## src/rtl/max6675_pkg.sv

```systemverilog
// Shared definitions for the MAX6675 SPI responder: frame layout, widths and FSM states.
package max6675_pkg;

  localparam int unsigned FRAME_W  = 16;
  localparam int unsigned TEMP_W   = 12;

  localparam int unsigned DUMMY    = 15;
  localparam int unsigned TEMP_MSB = 14;
  localparam int unsigned TEMP_LSB = 3;
  localparam int unsigned OPEN     = 2;
  localparam int unsigned ID       = 1;
  localparam int unsigned TRI      = 0;

  typedef enum logic [1:0] {
    CONVERT,
    READY,
    SHIFT
  } state_t;

  // Assemble a frame as the real device lays it out; dummy, ID and tri-state bits read 0.
  function automatic logic [FRAME_W-1:0] build_frame(input logic [TEMP_W-1:0] temp,
                                                     input logic open);
    logic [FRAME_W-1:0] f;
    f                    = '0;
    f[DUMMY]             = 1'b0;
    f[TEMP_MSB:TEMP_LSB] = temp;
    f[OPEN]              = open;
    f[ID]                = 1'b0;
    f[TRI]               = 1'b0;
    return f;
  endfunction

endpackage

```

## src/rtl/max6675_if.sv

```systemverilog
// Pin-level SPI bundle between a thermocouple reader (master) and the responder (slave).
interface max6675_if;
  logic cs_n;
  logic sck;
  logic so;
  logic so_oe;

  modport master (output cs_n, output sck, input so, input so_oe);
  modport slave  (input cs_n, input sck, output so, output so_oe);
endinterface

```

## src/rtl/max6675_responder_sync_edge.sv

```systemverilog
// Multi-stage synchronizer for an asynchronous pin with single-cycle rise/fall strobes.
module sync_edge #(
  parameter int unsigned STAGES  = 2,
  parameter logic        RST_VAL = 1'b0
) (
  input  logic clk,
  input  logic rst,
  input  logic din,
  output logic rise_c,
  output logic fall_c
);

  logic [STAGES-1:0] sync_q;
  logic              hist_q;

  always_ff @(posedge clk or posedge rst) begin
    if (rst) begin
      sync_q <= {STAGES{RST_VAL}};
      hist_q <= RST_VAL;
    end else begin
      sync_q <= {sync_q[STAGES-2:0], din};
      hist_q <= sync_q[STAGES-1];
    end
  end

  assign rise_c = sync_q[STAGES-1] & ~hist_q;
  assign fall_c = ~sync_q[STAGES-1] & hist_q;

endmodule

```

## src/rtl/max6675_responder.sv

```systemverilog
// MAX6675 SPI slave emulator: timed conversion of temp_in/tc_open served as 16-bit frames on so.
module max6675_responder
  import max6675_pkg::*;
#(
  parameter int unsigned SYNC_STAGES = 2,
  parameter int unsigned CONV_CYCLES = 11000000
) (
  input  logic              clk,
  input  logic              rst,
  max6675_if.slave          spi,
  input  logic [TEMP_W-1:0] temp_in,
  input  logic              tc_open,
  output logic              conv_done,
  output logic              frame_done,
  output logic              busy
);

  localparam int unsigned CNT_W  = $clog2(CONV_CYCLES);
  localparam int unsigned RISE_W = 5;
  localparam logic [CNT_W-1:0]  CONV_LAST = CNT_W'(CONV_CYCLES - 1);
  localparam logic [RISE_W-1:0] RISE_FULL = RISE_W'(FRAME_W);

  state_t              state, state_next;
  logic [CNT_W-1:0]    conv_cnt;
  logic [RISE_W-1:0]   rise_cnt;
  logic [FRAME_W-1:0]  shift_reg;
  logic [TEMP_W-1:0]   data_reg;
  logic                open_reg;

  logic cs_rise, cs_fall, sck_rise, sck_fall;
  logic capture_c, load_c, end_c;
  logic [FRAME_W-1:0] frame_c;

  sync_edge #(.STAGES(SYNC_STAGES), .RST_VAL(1'b1)) u_cs_sync (
    .clk    (clk),
    .rst    (rst),
    .din    (spi.cs_n),
    .rise_c (cs_rise),
    .fall_c (cs_fall)
  );

  sync_edge #(.STAGES(SYNC_STAGES), .RST_VAL(1'b0)) u_sck_sync (
    .clk    (clk),
    .rst    (rst),
    .din    (spi.sck),
    .rise_c (sck_rise),
    .fall_c (sck_fall)
  );

  always_ff @(posedge clk or posedge rst) begin
    if (rst) state <= CONVERT;
    else     state <= state_next;
  end

  // A capture coinciding with a frame start wins: the fresh sample is bypassed into the frame.
  always_comb begin
    state_next = state;
    capture_c  = 1'b0;
    load_c     = 1'b0;
    end_c      = 1'b0;
    case (state)
      CONVERT: begin
        if (conv_cnt == CONV_LAST) begin
          capture_c  = 1'b1;
          state_next = READY;
        end
        if (cs_fall) begin
          load_c     = 1'b1;
          state_next = SHIFT;
        end
      end
      READY: begin
        if (cs_fall) begin
          load_c     = 1'b1;
          state_next = SHIFT;
        end
      end
      SHIFT: begin
        if (cs_rise) begin
          end_c      = 1'b1;
          state_next = CONVERT;
        end
      end
      default: state_next = CONVERT;
    endcase
    frame_c = capture_c ? build_frame(temp_in, tc_open) : build_frame(data_reg, open_reg);
  end

  always_ff @(posedge clk or posedge rst) begin
    if (rst) begin
      conv_done  <= 1'b0;
      frame_done <= 1'b0;
      busy       <= 1'b0;
      data_reg   <= '0;
      open_reg   <= 1'b0;
      shift_reg  <= '0;
      rise_cnt   <= '0;
      conv_cnt   <= '0;
    end else begin
      conv_done  <= capture_c;
      frame_done <= end_c && (rise_cnt == RISE_FULL);

      if (capture_c) begin
        data_reg <= temp_in;
        open_reg <= tc_open;
      end

      if (state == CONVERT && state_next == CONVERT) conv_cnt <= conv_cnt + CNT_W'(1);
      else                                           conv_cnt <= '0;

      if (load_c) begin
        shift_reg <= frame_c;
        rise_cnt  <= '0;
        busy      <= 1'b1;
      end else if (state == SHIFT) begin
        if (end_c)    busy      <= 1'b0;
        if (sck_fall) shift_reg <= {shift_reg[FRAME_W-2:0], 1'b0};
        if (sck_rise && rise_cnt != RISE_FULL) rise_cnt <= rise_cnt + RISE_W'(1);
      end
    end
  end

  // Output enable tracks the in-frame flag; so is held low whenever the pad is released.
  assign spi.so_oe = busy;
  assign spi.so    = shift_reg[FRAME_W-1] & busy;

endmodule
```

## src/flat_wrapper.sv

```systemverilog
// flat-port wrapper written by rule: the top's interface ports become plain ports
module max6675_responder_flat import max6675_pkg::*;
#(
  parameter int unsigned SYNC_STAGES = 2,
  parameter int unsigned CONV_CYCLES = 11000000
)
  (clk, rst, temp_in, tc_open, conv_done, frame_done, busy, spi_cs_n, spi_sck, spi_so, spi_so_oe);
  max6675_if spi_i ();
  input  logic clk;
  input  logic rst;
  input  logic [TEMP_W-1:0] temp_in;
  input  logic tc_open;
  output logic conv_done;
  output logic frame_done;
  output logic busy;
  input wire logic [$bits(spi_i.cs_n)-1:0] spi_cs_n;
  input wire logic [$bits(spi_i.sck)-1:0] spi_sck;
  output wire logic [$bits(spi_i.so)-1:0] spi_so;
  output wire logic [$bits(spi_i.so_oe)-1:0] spi_so_oe;
  assign spi_i.cs_n = spi_cs_n;
  assign spi_i.sck = spi_sck;
  assign spi_so = spi_i.so;
  assign spi_so_oe = spi_i.so_oe;
  max6675_responder #(.SYNC_STAGES(SYNC_STAGES), .CONV_CYCLES(CONV_CYCLES)) u_core (.clk(clk), .rst(rst), .spi(spi_i), .temp_in(temp_in), .tc_open(tc_open), .conv_done(conv_done), .frame_done(frame_done), .busy(busy));
endmodule
```

## config.mk

```make
export PLATFORM = sky130hd
export DESIGN_NAME = max6675_responder_flat
export DESIGN_NICKNAME = d
export VERILOG_FILES = /design/src/rtl/max6675_pkg.sv /design/src/rtl/max6675_if.sv /design/src/rtl/max6675_responder_sync_edge.sv /design/src/rtl/max6675_responder.sv /design/src/flat_wrapper.sv
export SDC_FILE = /design/constraint.sdc
export NUM_CORES = 1
export LEC_CHECK = 0
export CAP_MARGIN = 20
export CORE_ASPECT_RATIO = 0.75
export CORE_MARGIN = 2
export CORE_UTILIZATION = 40
export DETAILED_ROUTE_END_ITERATION = 7
export PLACE_DENSITY = 0.55
export SYNTH_ARGS = -nofsm -noshare
export SYNTH_HDL_FRONTEND = slang
export SYNTH_SLANG_ARGS = --single-unit
```

## constraint.sdc

```tcl
create_clock -name clk -period 5.47 [get_ports clk]
set_input_delay 1.094 -clock clk [delete_from_list [all_inputs] [get_ports clk]]
set_output_delay 1.094 -clock clk [all_outputs]
set_load 0.1 [all_outputs]
```

==> results of run 1 <==
-- routing by layer --
metal	track usage (%)	up-vias	share of wire, %
met5	0	-	0
met4	4.34	0	0.74
met3	5.46	4	4.7
met2	23.5	52	41
met1	26.0	1154	53
li1	-	1120	-
-- final cells by class --
| class | count | area, um2 |
|---|---|---|
| Tap cell | 101 | 126 |
| Fill cell | 723 | 3780 |
| Multi-Input combinational cell | 208 | 1360 |
| Sequential cell | 67 | 1680 |
| Inverter | 9 | 33.8 |
| Timing Repair Buffer | 24 | 233 |
| Clock buffer | 10 | 138 |
| Clock inverter | 6 | 111 |
-- cells in the final DEF (no fill, tap or decap), types with 2 or more instances in the layout --
master                            instances
sky130_fd_sc_hd__buf_4                    3
sky130_fd_sc_hd__and2_1                   2
sky130_fd_sc_hd__nor3_1                   2
sky130_fd_sc_hd__a21oi_1                 11
sky130_fd_sc_hd__or4_1                    3
sky130_fd_sc_hd__clkdlybuf4s50_1         21
sky130_fd_sc_hd__nor4_1                   5
sky130_fd_sc_hd__bufinv_16                3
sky130_fd_sc_hd__nand4_1                 15
sky130_fd_sc_hd__nand3_1                 22
sky130_fd_sc_hd__o21ai_0                 12
sky130_fd_sc_hd__and3_1                   2
sky130_fd_sc_hd__a22oi_1                  7
sky130_fd_sc_hd__a211oi_1                 5
sky130_fd_sc_hd__o211ai_1                 8
sky130_fd_sc_hd__clkbuf_8                10
sky130_fd_sc_hd__xor2_1                   8
sky130_fd_sc_hd__dfstp_2                  3
sky130_fd_sc_hd__nor2b_1                  5
sky130_fd_sc_hd__or3_1                    7
sky130_fd_sc_hd__mux2_2                   8
sky130_fd_sc_hd__ha_1                     3
sky130_fd_sc_hd__a31oi_1                  5
sky130_fd_sc_hd__nor2_1                  29
sky130_fd_sc_hd__nand2_1                 17
sky130_fd_sc_hd__nor4bb_1                 2
sky130_fd_sc_hd__xnor2_1                 10
sky130_fd_sc_hd__dfrtp_1                 64
sky130_fd_sc_hd__inv_1                    8
-- cells in the mapped netlist (all sizes together) (6+ instances only) --
cell type | instances | area (um2)
o21ai | 12 | 60.1
dfrtp | 64 | 1600
mux2 | 8 | 90.1
nor2 | 30 | 129
xor2 | 8 | 70.1
o211ai | 8 | 60.1
a21oi | 11 | 55.1
nand3 | 22 | 110
clkbuf | 10 | 37.5
or3 | 7 | 43.8
nand4 | 16 | 106
nand2 | 17 | 63.8
xnor2 | 10 | 87.6
inv | 9 | 33.8
a22oi | 7 | 52.6
nor4 | 6 | 52.6
-- path summary, 6_finish.rpt --
kind / startpoint / endpoint / slack, ns / cells past startpoint
setup reg to reg: u_core.conv_cnt[20]$_DFF_PP0_ / u_core.data_reg[2]$_DFFE_PP0P_ / 2.95 / 4
max in group asynchronous: rst / u_core.u_cs_sync.sync_q[0]$_DFF_PP1_ / 3.32 / 3
hold reg to reg: u_core.u_cs_sync.sync_q[0]$_DFF_PP1_ / u_core.u_cs_sync.sync_q[1]$_DFF_PP1_ / 0.36 / 0
min in group asynchronous: rst / u_core.conv_done$_DFF_PP0_ / 1.23 / 2
setup / recovery: u_core.busy$_DFFE_PP0P_ / spi_so / 2.37 / 2
hold / removal: u_core.u_cs_sync.sync_q[0]$_DFF_PP1_ / u_core.u_cs_sync.sync_q[1]$_DFF_PP1_ / 0.36 / 0
-- where the power goes --
part	leakage [nW]	internal [W]	switching, W	total (W)
registers	0.864	0.000537	0.0000343	0.000572
logic	0.530	0.0000653	0.000104	0.000170
clock network	0.123	0.000316	0.000200	0.000516
total	1.52	0.000919	0.000339	0.00126
-- logic make-up (layout without fill, tap and decap cells) --
logic type	after synthesis	count (layout)	share of synthesized area [%]
AO/OA/AOI/OAI	52	52	10.5
XOR/XNOR	18	18	5.02
AND/OR/NAND/NOR	126	126	23.1
adder cells (fa/ha/maj)	3	3	1.20
multiplexers	9	9	3.19
flip-flops	67	67	53.5
buffers and inverters	24	49	3.51
-- critical path: cells and delay by family (launching register included) --
kind	cells	cell delay [ns]
buffers and inverters	1	1.12
DFF	1	0.40
and+or+nand+nor	1	0.14
-- stage by stage --
step / hold WS [ns] / utilization (%) / setup WS (ns) / cell area, um2
after floorplan: 0.331 / - / 2.56 / 3140
after global placement: 0.347 / 46.0 / 2.75 / 3430
after detailed placement: 0.349 / 46.0 / 2.74 / 3430
after CTS: 0.361 / 49.3 / 2.35 / 3680
after global routing: 0.366 / 49.3 / 2.29 / 3680
final: 0.359 / 49.3 / 2.37 / 3680
==> results by group, run 1 <==
Status
  – Result of the run: complete, no violations

GRT
  – Global-route wire length before repair: 11,300 um
  – Number of antenna violations at the first check in global routing: 0
  – Maximum number of pins on one net before global-route repair: 40
  – Vias in the first global route: 2,240
  – Gr ovfl total: 0
  – All-Layer GR Usage: 17.1%

Setup path
  – Crit Path Max Fanout: 5
  – Required time at the endpoint of the critical path: 4.38 ns
  – Worst Setup Start Kind: flip-flop
  – Crit path largest cell delay: 1.12 ns
  – Sort of element at the end of the critical path: output port
  – Crit path DAT: 2.00 ns
  – Worst-path cell chain: and2_1 > clkdlybuf4s50_1
  – Critical path type: reg2out
  – Worst path slowest cell: sky130_fd_sc_hd__clkdlybuf4s50_1

Placed design
  – RD Place Congestion: 0.772
  – Total half-perimeter wirelength after legalization and detailed placement: between 4000 and 5000 um
  – Cells after DPL: between 400 and 500
  – Number of port buffers: 21

Timing
  – Shortest clock period the worst path allows after layout: 3.10 ns
  – Tcrit/Tclk final: 56.6%
  – Sum Neg Setup Slack: 0 ns
  – Maximum clock skew at final layout: 0.0131 ns
  – Count of final hold-check violations: 0
  – Least-Margin Pin Slew: 0.974 ns
  – Highest Clock Rate: 0.323 GHz
  – Slew Limit Headroom: 34.9%
  – Unrepaired setup endpoints after global routing: false
  – Final setup vio count: 0
  – Fin. max-slew vios: 0

Final layout
  – Share of post-route cells with drive strength above 1: a little over an eighth
  – Number of nets in the layout: around 340
  – Number of flip-flops in the largest register: 24
  – # diodes: 0
  – Relative area change from synthesis to final layout: 17.3%
  – Non-filler instance count after layout: approximately 430

Routing
  – Post-DR vias/cell: 5.48
  – Overall via count from detail_route: approximately 2,300
  – Post-route antenna net violation count: 0
  – Number of detailed-routing iterations run before antenna repair: 4
  – Residual DRC count: 0
  – Iteration-0 DRC Markers: around 130
  – Routed wire length: 6590 um
  – Average wire length per cell after detail routing: 15.5 um

Clock network
  – Clock Pin Slew Worst Setup and Hold Paths: ~0.08 ns
  – Clock net sink count: 67
  – Depth of the CTS H-tree: 3
  – TritonCTS clock tree: done
  – Clk Latency, worst-skew pair: 0.35 ns
  – Buffer levels on the longest clock path: 2
  – Number of CTS-inserted buffers: 9
  – Root cell of the clock tree: sky130_fd_sc_hd__clkbuf_8
  – Number of cells upsized or downsized after cts: 0
  – Setup Buffers After CTS: 0
  – Post-CTS Hold Buffers: 0

Synthesis
  – Per-instance average area after synthesis: 10.5 um2
  – Net count after synthesis: 319
  – Number of instances in the synthesized netlist: ~300
  – Number of synthesized register bits: 67
  – Synth Cell Area: 3140 um2
  – Number of warnings printed during yosys synthesis: 0
  – Number of flops mapped to enable cells by yosys: 0
  – Part of the Yosys area used for sequential elements: around 54%
  – Async set-or-reset flop fraction in the synthesized netlist: 100%
  – Count of distinct cell types in the synthesized netlist: 48
  – Most used flip-flop cell after synthesis: sky130_fd_sc_hd__dfrtp_1

Job
  – Count of max-cap constraint violations: 0

Power and ir drop
  – Overall power of the completed layout: about 0.0013 W
  – Worst IR Drop VDD: 0.000151 V
  – Reported leakage power: ~1.5 nW
  – Pwr dens: 341 nW/um2

Die
  – Floorplan die width: 106 um
  – Area of the placeable core: 7470 um2
  – Standard-cell rows: 27
  – Full die area: 8580 um2
  – Initial standard-cell utilization of the core: 42.1%
  – Die extent in y: 80.7 um
  – I/O pin total: 22

Worst hold path
  – Tightest Hold Check Type: reg2reg
No activity file was read; power rests on OpenSTA's default activity.
==> run 2: changes to the inputs <==
PLACE_DENSITY = 0.57   (was 0.55)
clock period = 2.6 ns   (was 5.47 ns; I/O delays follow)
==> results by group, run 2 (synthesis gave the netlist of run 1 again) <==
Status
  – Result of the run: complete, no violations

Final layout
  – Non-filler instance count after layout: 429 (+0.94%)
  – Most common cell after layout, fill and taps aside: sky130_fd_sc_hd__dfrtp_1
  – Layout Utilization: 48.9% (-0.40 points)
  – Number of nets in the layout: 344 (+1.5%)
  – Share of post-route cells with drive strength above 1: 15.9% (+2.6 points)
  – Relative area change from synthesis to final layout: 16.3%
  – Number of flip-flops in the largest register: 24 (unchanged)
  – Highest-count cells in the layout ignoring fill and taps: sky130_fd_sc_hd__dfrtp_1, sky130_fd_sc_hd__nor2_1, sky130_fd_sc_hd__nand3_1
  – # diodes: 0 (unchanged)

GRT
  – Number of antenna violations at the first check in global routing: 0 (unchanged)
  – Vias in the first global route: 2,206 (-1.5%)
  – Gr ovfl total: 0 (unchanged)
  – Maximum number of pins on one net before global-route repair: 31 (-23%)
  – Global-route wire length before repair: 11,200 um (-1.2%)
  – All-Layer GR Usage: 16.9% (-0.22 points)

Clock network
  – Clock Pin Slew Worst Setup and Hold Paths: 0.07 ns (about the same)
  – Clk Latency, worst-skew pair: 0.34 ns (about the same)
  – Depth of the CTS H-tree: 3 (unchanged)
  – Number of CTS-inserted buffers: 9 (unchanged)
  – Root cell of the clock tree: sky130_fd_sc_hd__clkbuf_8
  – TritonCTS clock tree: done
  – Number of cells upsized or downsized after cts: 0 (unchanged)
  – Clock net sink count: 67 (unchanged)
  – Setup Buffers After CTS: 0 (unchanged)
  – Post-CTS Hold Buffers: 0 (unchanged)
  – Buffer levels on the longest clock path: 2 (unchanged)

Die
  – Full die area: 8580 um2 (unchanged)
  – Floorplan die width: 106 um (unchanged)
  – Die extent in y: 80.7 um (unchanged)
  – I/O pin total: 22 (unchanged)
  – Area of the placeable core: 7470 um2 (unchanged)
  – Initial standard-cell utilization of the core: 42.1% (unchanged)
  – Standard-cell rows: 27 (unchanged)

Placed design
  – RD Place Congestion: 0.782 (+1.3%)
  – Total half-perimeter wirelength after legalization and detailed placement: 4260 um (+0.56%)
  – Cells after DPL: 414 (+1.2%)
  – Worst slack, placed: 0.319 ns (-2.43 ns)
  – Number of port buffers: 21 (unchanged)

Timing
  – Count of final hold-check violations: 0 (unchanged)
  – Shortest clock period the worst path allows after layout: 2.29 ns
  – Slew Limit Headroom: 51.2% (+16 points)
  – Sum Neg Setup Slack: 0 ns (unchanged)
  – Least-Margin Pin Slew: 0.723 ns (-0.251 ns)
  – Highest Clock Rate: between 0.4 and 0.5 GHz
  – Maximum clock skew at final layout: 0.00851 ns (-0.00455 ns)
  – Tcrit/Tclk final: 88.1%
  – Unrepaired setup endpoints after global routing: false
  – Fin. max-slew vios: 0 (unchanged)
  – Min setup slack post-route: 0.311 ns (-2.06 ns)
  – Final setup vio count: 0 (unchanged)

Setup path
  – Worst Setup Start Kind: flip-flop
  – Required time at the endpoint of the critical path: 2.83 ns (-1.55 ns)
  – Crit path DAT: 2.52 ns (+0.52 ns)
  – Crit Path Max Fanout: 13 (+8)
  – Sort of element at the end of the critical path: flip-flop
  – Critical path type: reg2reg

Routing
  – Top metal layer carrying routed signals: met4
  – Met2 wire len: 2570 um (-5.4%)
  – Routed wire length: 6450 um (-2.1%)
  – Average wire length per cell after detail routing: 15.0 um (-3.0%)
  – Iteration-0 DRC Markers: 112 (-16%)
  – Post-DR vias/cell: 5.26 (-4.0%)
  – Post-route antenna net violation count: 0 (unchanged)
  – Met1 routed wirelength after detailed routing: 3470 um (-1.2%)
  – Number of detailed-routing iterations run before antenna repair: 5 (+1)
  – Residual DRC count: 0 (unchanged)
  – Overall via count from detail_route: 2,258 (-3.1%)
  – Amount of wire on met3 after detailed routing: 301 um (-3.2%)

Power and ir drop
  – Pint: 0.00170 W (+85%)
  – Switching power: 0.000691 W (+100%)
  – Pwr dens: 655 nW/um2 (+92%)
  – Worst IR Drop VDD: 0.000255 V (+69%)
  – Relative contribution of sequential cells to total power: 50.2% (+4.7 points)
  – Reported leakage power: 1.53 nW (+0.58%)
  – Clk pwr share: 34.8% (-6.2 points)
  – Proportion of power drawn by combinational gates: 15.0% (+1.5 points)
  – Fraction of power spent switching nets: 28.9% (+1.9 points)

Job
  – Count of max-cap constraint violations: 0 (unchanged)

Worst hold path
  – Tightest Hold Check Type: reg2reg
[run 2: changes by cell type in the layout (fill, tap and decap cells not counted), sizes merged]
cell           before  now
buf                 3   13
bufinv              3    1
clkbuf             10    9
clkdlybuf4s50      21   16
clkinv              1    4
inv                10    9
[run 2: per-layer routing]
layer | vias to the layer above | track usage (%)
li1 | 1129 | -
met1 | 1058 | 25.4
met2 | 61 | 22.6
met3 | 10 | 4.49
met4 | 0 | 7.76
met5 | - | 0
[run 2: power by group through the flow]
stage | clock, W | sequential (W) | combinational [W]
floorplan | 0 | 0.00123 | 0.000248
global placement | 0 | 0.00122 | 0.000364
detailed placement | 0 | 0.00122 | 0.000364
CTS | 0.000865 | 0.00120 | 0.000364
global route | 0.000905 | 0.00122 | 0.000405
finish | 0.000833 | 0.00120 | 0.000359
[run 2: area by class of cell]
| cell class | instances | area (um2) |
|---|---|---|
| clock inverter | 6 | 57.6 |
| tap | 101 | 126 |
| sequential | 67 | 1680 |
| fill | 701 | 3810 |
| timing repair buffer | 29 | 270 |
| inverter | 9 | 33.8 |
| clock buffer | 9 | 124 |
| multi-input combinational | 208 | 1360 |
[run 2: worst paths after layout]
path	start	endpoint	slack, ns	cells after the start
setup / recovery	u_core.conv_cnt[6]$_DFF_PP0_	u_core.data_reg[4]$_DFFE_PP0P_	0.31	4
hold / removal	u_core.u_cs_sync.sync_q[0]$_DFF_PP1_	u_core.u_cs_sync.sync_q[1]$_DFF_PP1_	0.36	0
setup reg to reg	u_core.conv_cnt[6]$_DFF_PP0_	u_core.data_reg[4]$_DFFE_PP0P_	0.31	4
hold reg to reg	u_core.u_cs_sync.sync_q[0]$_DFF_PP1_	u_core.u_cs_sync.sync_q[1]$_DFF_PP1_	0.36	0
max in group asynchronous	rst	u_core.conv_cnt[5]$_DFF_PP0_	1.46	3
min in group asynchronous	rst	u_core.shift_reg[5]$_DFFE_PP0P_	0.52	2
[run 2: stage by stage]
step / instance area (um2) / hold WS (ns) / power, W
2_1_floorplan: 3140 / 0.331 / 0.00147
6_report: 3650 / 0.361 / 0.00239
3_3_place_gp: 3470 / 0.349 / 0.00158
4_1_cts: 3650 / 0.363 / 0.00243
3_5_place_dp: 3470 / 0.350 / 0.00158
5_1_grt: 3650 / 0.367 / 0.00253
[run 2: worst max-delay path, cell delays in order, from the launching register on]
cell	delay (ns)
sky130_fd_sc_hd__dfrtp_1	0.44
sky130_fd_sc_hd__or4b_4	0.58
sky130_fd_sc_hd__or4_4	0.55
sky130_fd_sc_hd__nor2_8	0.24
sky130_fd_sc_hd__mux2_2	0.36
==> run 3: changes to the inputs <==
REMOVE_ABC_BUFFERS = 1   (was not set)
==> results by group, run 3 (synthesis gave the netlist of run 1 again) <==
Timing
  – Count of final hold-check violations: 0 (unchanged)
  – Final setup vio count: 0 (unchanged)
  – Worst hold slack: 0.349 ns (-0.0118 ns)
  – Tcrit/Tclk final: 88.5% (+0.41 points)
  – Highest Clock Rate: 0.435 GHz (-0.46%)
  – Slew Limit Headroom: 50.3% (-0.84 points)
  – Least-Margin Pin Slew: 0.735 ns (+0.0125 ns)
  – Maximum clock skew at final layout: 0.00713 ns (-0.00137 ns)
  – Shortest clock period the worst path allows after layout: 2.30 ns (+0.0106 ns)
  – Unrepaired setup endpoints after global routing: false
  – Fin. max-slew vios: 0 (unchanged)
  – Sum Neg Setup Slack: 0 ns (unchanged)

Power and ir drop
  – Fraction of power spent switching nets: 28.8% (-0.095 points)
  – Clk pwr share: 33.3% (-1.5 points)
  – Proportion of power drawn by combinational gates: 15.4% (+0.4 points)
  – Reported leakage power: 1.52 nW (-0.58%)
  – Pint: 0.00167 W (-2.0%)
  – Relative contribution of sequential cells to total power: 51.3% (+1.1 points)
  – Pwr dens: 644 nW/um2 (-1.7%)
  – Switching power: 0.000674 W (-2.4%)
  – Worst IR Drop VDD: 0.000285 V (+12%)

Placed design
  – RD Place Congestion: 0.792 (+1.2%)
  – Post-DP Area: 3460 um2 (-0.22%)
  – Number of port buffers: 21 (unchanged)
  – Cells after DPL: 413 (-0.24%)
  – Total half-perimeter wirelength after legalization and detailed placement: 4240 um (-0.70%)

Final layout
  – Number of flip-flops in the largest register: 24 (unchanged)
  – Combined area of the multi-input logic cells: 1360 um2 (unchanged)
  – Share of post-route cells with drive strength above 1: 14.9% (-0.91 points)
  – Number of filler instances in the final layout: 709 (+1.1%)
  – Design Area, Final: 3640 um2 (-0.45%)
  – Non-filler instance count after layout: 429 (unchanged)
  – Most common cell after layout, fill and taps aside: sky130_fd_sc_hd__dfrtp_1
  – Combined flip-flop and latch cell area: 1680 um2 (unchanged)
  – Highest-count cells in the layout ignoring fill and taps: sky130_fd_sc_hd__dfrtp_1, sky130_fd_sc_hd__nor2_1, sky130_fd_sc_hd__nand3_1
  – Number of nets in the layout: 343 (-0.29%)
  – Relative area change from synthesis to final layout: 15.8%
  – # diodes: 0 (unchanged)

Die
  – Initial standard-cell utilization of the core: 42.1% (unchanged)
  – I/O pin total: 22 (unchanged)
  – Full die area: 8580 um2 (unchanged)
  – Die extent in y: 80.7 um (unchanged)
  – Floorplan die width: 106 um (unchanged)
  – Standard-cell rows: 27 (unchanged)
  – Area of the placeable core: 7470 um2 (unchanged)

Clock network
  – Root cell of the clock tree: sky130_fd_sc_hd__clkbuf_8
  – Number of CTS-inserted buffers: 9 (unchanged)
  – TritonCTS clock tree: done
  – Clk Latency, worst-skew pair: 0.35 ns (about the same)
  – Depth of the CTS H-tree: 3 (unchanged)
  – Clock Pin Slew Worst Setup and Hold Paths: 0.07 ns (about the same)
  – Number of cells upsized or downsized after cts: 0 (unchanged)
  – Post-CTS Hold Buffers: 0 (unchanged)
  – Setup Buffers After CTS: 0 (unchanged)
  – Clock net sink count: 67 (unchanged)
  – Buffer levels on the longest clock path: 2 (unchanged)

Setup path
  – Required time at the endpoint of the critical path: 2.84 ns (about the same)
  – Number of cells on the worst reg-to-reg path: 4 (unchanged)
  – Worst Setup Start Kind: flip-flop
  – Critical path type: reg2reg
  – Crit path DAT: 2.54 ns (+0.02 ns)
  – Crit path largest cell delay: 0.58 ns (about the same)
  – Sort of element at the end of the critical path: flip-flop
  – Launch point of the worst path: u_core.conv_cnt[6]$_DFF_PP0_
  – Crit Path Max Fanout: 13 (unchanged)
  – Worst path slowest cell: sky130_fd_sc_hd__or4b_4
  – R2R Path End: u_core.data_reg[4]$_DFFE_PP0P_
  – Worst R2R Start: u_core.conv_cnt[6]$_DFF_PP0_
  – Internal reg-to-reg setup slack: 0.30 ns (about the same)
  – Worst-path cell chain: or4b_4 > or4_4 > nor2_8 > mux2_2

GRT
  – Number of antenna violations at the first check in global routing: 0 (unchanged)
  – Global-route wire length before repair: 10,900 um (-2.6%)
  – Vias in the first global route: 2,171 (-1.6%)
  – Gr ovfl total: 0 (unchanged)
  – All-Layer GR Usage: 16.7% (-0.26 points)
  – Maximum number of pins on one net before global-route repair: 34 (+9.7%)

Status
  – Result of the run: complete, no violations

Routing
  – Number of detailed-routing iterations run before antenna repair: 4 (-1)
  – Iteration-0 DRC Markers: 79 (-29%)
  – Post-DR vias/cell: 5.37 (+2.1%)
  – Average wire length per cell after detail routing: 15.1 um (+0.34%)
  – Routed wire length: 6470 um (+0.34%)
  – Residual DRC count: 0 (unchanged)
  – Post-route antenna net violation count: 0 (unchanged)
  – Overall via count from detail_route: 2,305 (+2.1%)

Worst hold path
  – Hold Path Stages: 0 (unchanged)
  – Tightest Hold Check Type: reg2reg
  – Hold path start: u_core.u_sck_sync.sync_q[0]$_DFF_PP0_
  – Hold worst-path end: u_core.u_sck_sync.sync_q[1]$_DFF_PP0_

Job
  – Count of max-cap constraint violations: 0 (unchanged)
-- run 3: cell types whose count changed in the layout (fill, tap and decap cells not counted), sizes merged --
cell / delta
clkbuf: +5
bufinv: -1
buf: -1
clkinvlp: -1
clkinv: -2
-- run 3: how the worst max path moves through the flow --
stage	endpoint	slack (ns)	depth (start not counted)
final	u_core.data_reg[4]$_DFFE_PP0P_	0.30	4
after global routing	u_core.conv_cnt[23]$_DFF_PP0_	0.23	4
after CTS	u_core.data_reg[4]$_DFFE_PP0P_	0.30	4
after detailed placement	u_core.data_reg[4]$_DFFE_PP0P_	0.30	4
after global placement	u_core.data_reg[5]$_DFFE_PP0P_	0.34	4
after floorplan	u_core.shift_reg[11]$_DFFE_PP0P_	-0.68	4
-- run 3: power groups by stage --
stage               Clock [W]  Combinational, W  Sequential, W
floorplan                   0          0.000208        0.00125
global placement            0          0.000360        0.00122
detailed placement          0          0.000362        0.00122
CTS                  0.000805          0.000364        0.00120
global route         0.000850          0.000402        0.00121
finish               0.000780          0.000361        0.00120
-- run 3: final cells by class --
cell class | instances | area share (%)
tap | 101 | 3.47
multi-input combinational | 208 | 37.4
sequential | 67 | 46.2
inverter | 9 | 0.929
timing repair buffer | 28 | 7.22
clock inverter | 2 | 0.275
clock buffer | 14 | 4.47
-- run 3: per-layer routing --
| metal | wire length, um | track usage [%] | up-vias | part of all wire (%) |
|---|---|---|---|---|
| li1 | - | - | 1135 | - |
| met1 | 3520 | 24.3 | 1131 | 54 |
| met2 | 2620 | 22.6 | 30 | 40 |
| met3 | 257 | 6.02 | 9 | 4.0 |
| met4 | 76 | 5.92 | 0 | 1.2 |
| met5 | 0 | 0 | - | 0 |
-- run 3: worst max-delay path, delay by kind of cell, from the launching register on --
family	cells	cell delay (ns)
muxes	1	0.36
DFF	1	0.44
and+or+nand+nor	3	1.39
-- run 3: stage by stage --
step	total power, W	util (%)	worst slack [ns]
floorplan	0.00146	-	-0.684
global placement	0.00158	46.4	0.340
detailed placement	0.00158	46.4	0.300
CTS	0.00237	48.7	0.295
global route	0.00246	48.7	0.231
finish	0.00234	48.7	0.300
==> RTL change: new RTL, settings of run 2 <==
`SYNC_STAGES` is set to 2 in 2 places; all go to 4.
--- a/src/rtl/max6675_responder.sv
+++ b/src/rtl/max6675_responder.sv
@@ -3,5 +3,5 @@
   import max6675_pkg::*;
 #(
-  parameter int unsigned SYNC_STAGES = 2,
+  parameter int unsigned SYNC_STAGES = 4,
   parameter int unsigned CONV_CYCLES = 11000000
 ) (
--- a/src/flat_wrapper.sv
+++ b/src/flat_wrapper.sv
@@ -2,5 +2,5 @@
 module max6675_responder_flat import max6675_pkg::*;
 #(
-  parameter int unsigned SYNC_STAGES = 2,
+  parameter int unsigned SYNC_STAGES = 4,
   parameter int unsigned CONV_CYCLES = 11000000
 )
Behaviour: not the same (Yosys sat finds a counterexample within 4 cycles, from zero or initial values and one cycle with rst high).
==> RTL change against run 2 <==
Clock power decreased by 11%; worst hold slack worse by 0.0089 ns; cell count grew 1.9%; sequential cell count rose by 4; synthesized area increased by 4.8%; setup slack better by 0.32 ns; power increased by 0.15%; routed wire length increased by 4.5%; final area grew 2.7%; first-iteration DRC count up 37%; fmax grew 17%; critical path type unchanged.
==> RTL change: results (changes against run 2) <==
status: "finished clean"
first_global_vias: 2295  # +4.0%
dr.first_iter.drc_count: 153  # +37%
syn_area_per_cell_sq_um: 10.8  # +2.4%
rr_startpoint: "u_core.conv_cnt[19]"
hold_ws_ns: 0.352  # -0.00887 ns
ys_seq_area_share_pct: 54.2  # +0.68 points
path_clk_slew_ns: 0.08
gp_congestion: 0.777  # -0.75%
pre_cts_ws_ns: 0.634  # +0.315 ns
dp_hpwl_microns: 4420  # +3.6%
yosys_warnings: 0  # unchanged
hold_path_startpoint: "u_core.u_sck_sync.sync_q[0]"
drive_gt1_share_pct: 15.4  # -0.49 points
wl_per_cell_microns: 15.4  # +2.6%
grt_use_met2_pct: 22.3  # -0.31 points
power_density_nw_per_um2: 639  # -2.5%
use_met3_pct: 5.89  # +1.4 points
synth_commonest_cells: "dfrtp_1, nor2_1, nand3_1, nand4_1, nand2_1"
hold_path_depth: 0  # unchanged
arrival_ns: 2.20  # -0.32 ns
dp.cells: 421  # +1.7%
reg2reg_to: "u_core.data_reg[3]"
grt_usage_pct: 17.0  # +0.10 points
vias: 2372  # +5.0%
syn_nets: 326  # +2.2%
grt_max_degree: 72  # +130%
nets: 347  # +0.87%
yosysUniqueCellTypes: 44  # -8.3%
synthTopCellsByArea: "dfrtp_1, dfstp_2, nand4_1"
routed_via_density: 5.43  # +3.1%
p_clk_w: 0.000741  # -11%
peakVddDrop_v: 0.000315  # +24%
min_to: "u_core.u_sck_sync.sync_q[1]"
power_combinational_w: 0.000381  # +6.1%
leakagePower_nw: 1.55  # +1.6%
grt_first_pass_wirelength_microns: 11500  # +2.9%
path_max_fanout: 10  # -3
clk_path_buf_depth: 2  # unchanged
post_dp_cell_area_sq_um: 3590  # +3.5%
nFillCells: 735  # +4.9%
p_switching_w: 0.000712  # +3.1%
slew_headroom_pct: 52.5  # +1.3 points
rrSetupSlack_ns: 0.64  # +0.32 ns
grtUsageMet1_pct: 26.3  # +0.93 points
skew_ns: 0.0143  # +0.00578 ns
==> RTL change: cell types whose count changed after synthesis, moves of 4 or more <==
cell	delta
and4_1	+4
buf_2	+5
clkbuf_1	-4
nand4_1	+5
xnor2_1	-7
xor2_1	+5
==> RTL change: cell type report <==
type | count | area (sq um) | area share [%]
Multi-Input combinational cell | 209 | 1390 | 37.0
Timing Repair Buffer | 27 | 255 | 6.80
Clock buffer | 11 | 131 | 3.50
Inverter | 9 | 33.8 | 0.901
Sequential cell | 71 | 1780 | 47.5
Clock inverter | 5 | 27.5 | 0.734
Tap cell | 105 | 131 | 3.50
==> RTL change: cell families after synthesis <==
logic type                 after synthesis  share of synthesized area, %
and+or+nand+nor                        125                          22.4
AOI/OAI and AO/OA                       55                          10.6
buffers and inverters                   26                          3.99
adders and majority gates                3                          1.14
muxes                                   10                          3.38
xor gates and xnor gates                16                          4.26
DFF                                     71                          54.2
==> RTL change: how the worst max path moves through the flow <==
stage,cells past startpoint,to,start,slack [ns]
floorplan,1,spi_so,u_core.busy,0.27
global placement,4,u_core.data_reg[4],u_core.conv_cnt[19],0.62
detailed placement,4,u_core.data_reg[4],u_core.conv_cnt[19],0.63
CTS,4,u_core.data_reg[3],u_core.conv_cnt[19],0.62
global route,5,u_core.conv_cnt[10],u_core.conv_cnt[3],0.47
finish,4,u_core.data_reg[3],u_core.conv_cnt[19],0.64
==> RTL change: worst max-delay path, cell delays in order (launching register included) <==
cell and delay, ns:
dfrtp_1 0.43, and4bb_2 0.36, nand4_2 0.30, nor2_4 0.38, mux2_2 0.38
==> RTL change: routing by layer <==
| metal | routed length [microns] | vias up |
|---|---|---|
| li1 | - | 1164 |
| met4 | 54 | 0 |
| met1 | 3650 | 1147 |
| met5 | 0 | - |
| met2 | 2720 | 55 |
| met3 | 314 | 6 |
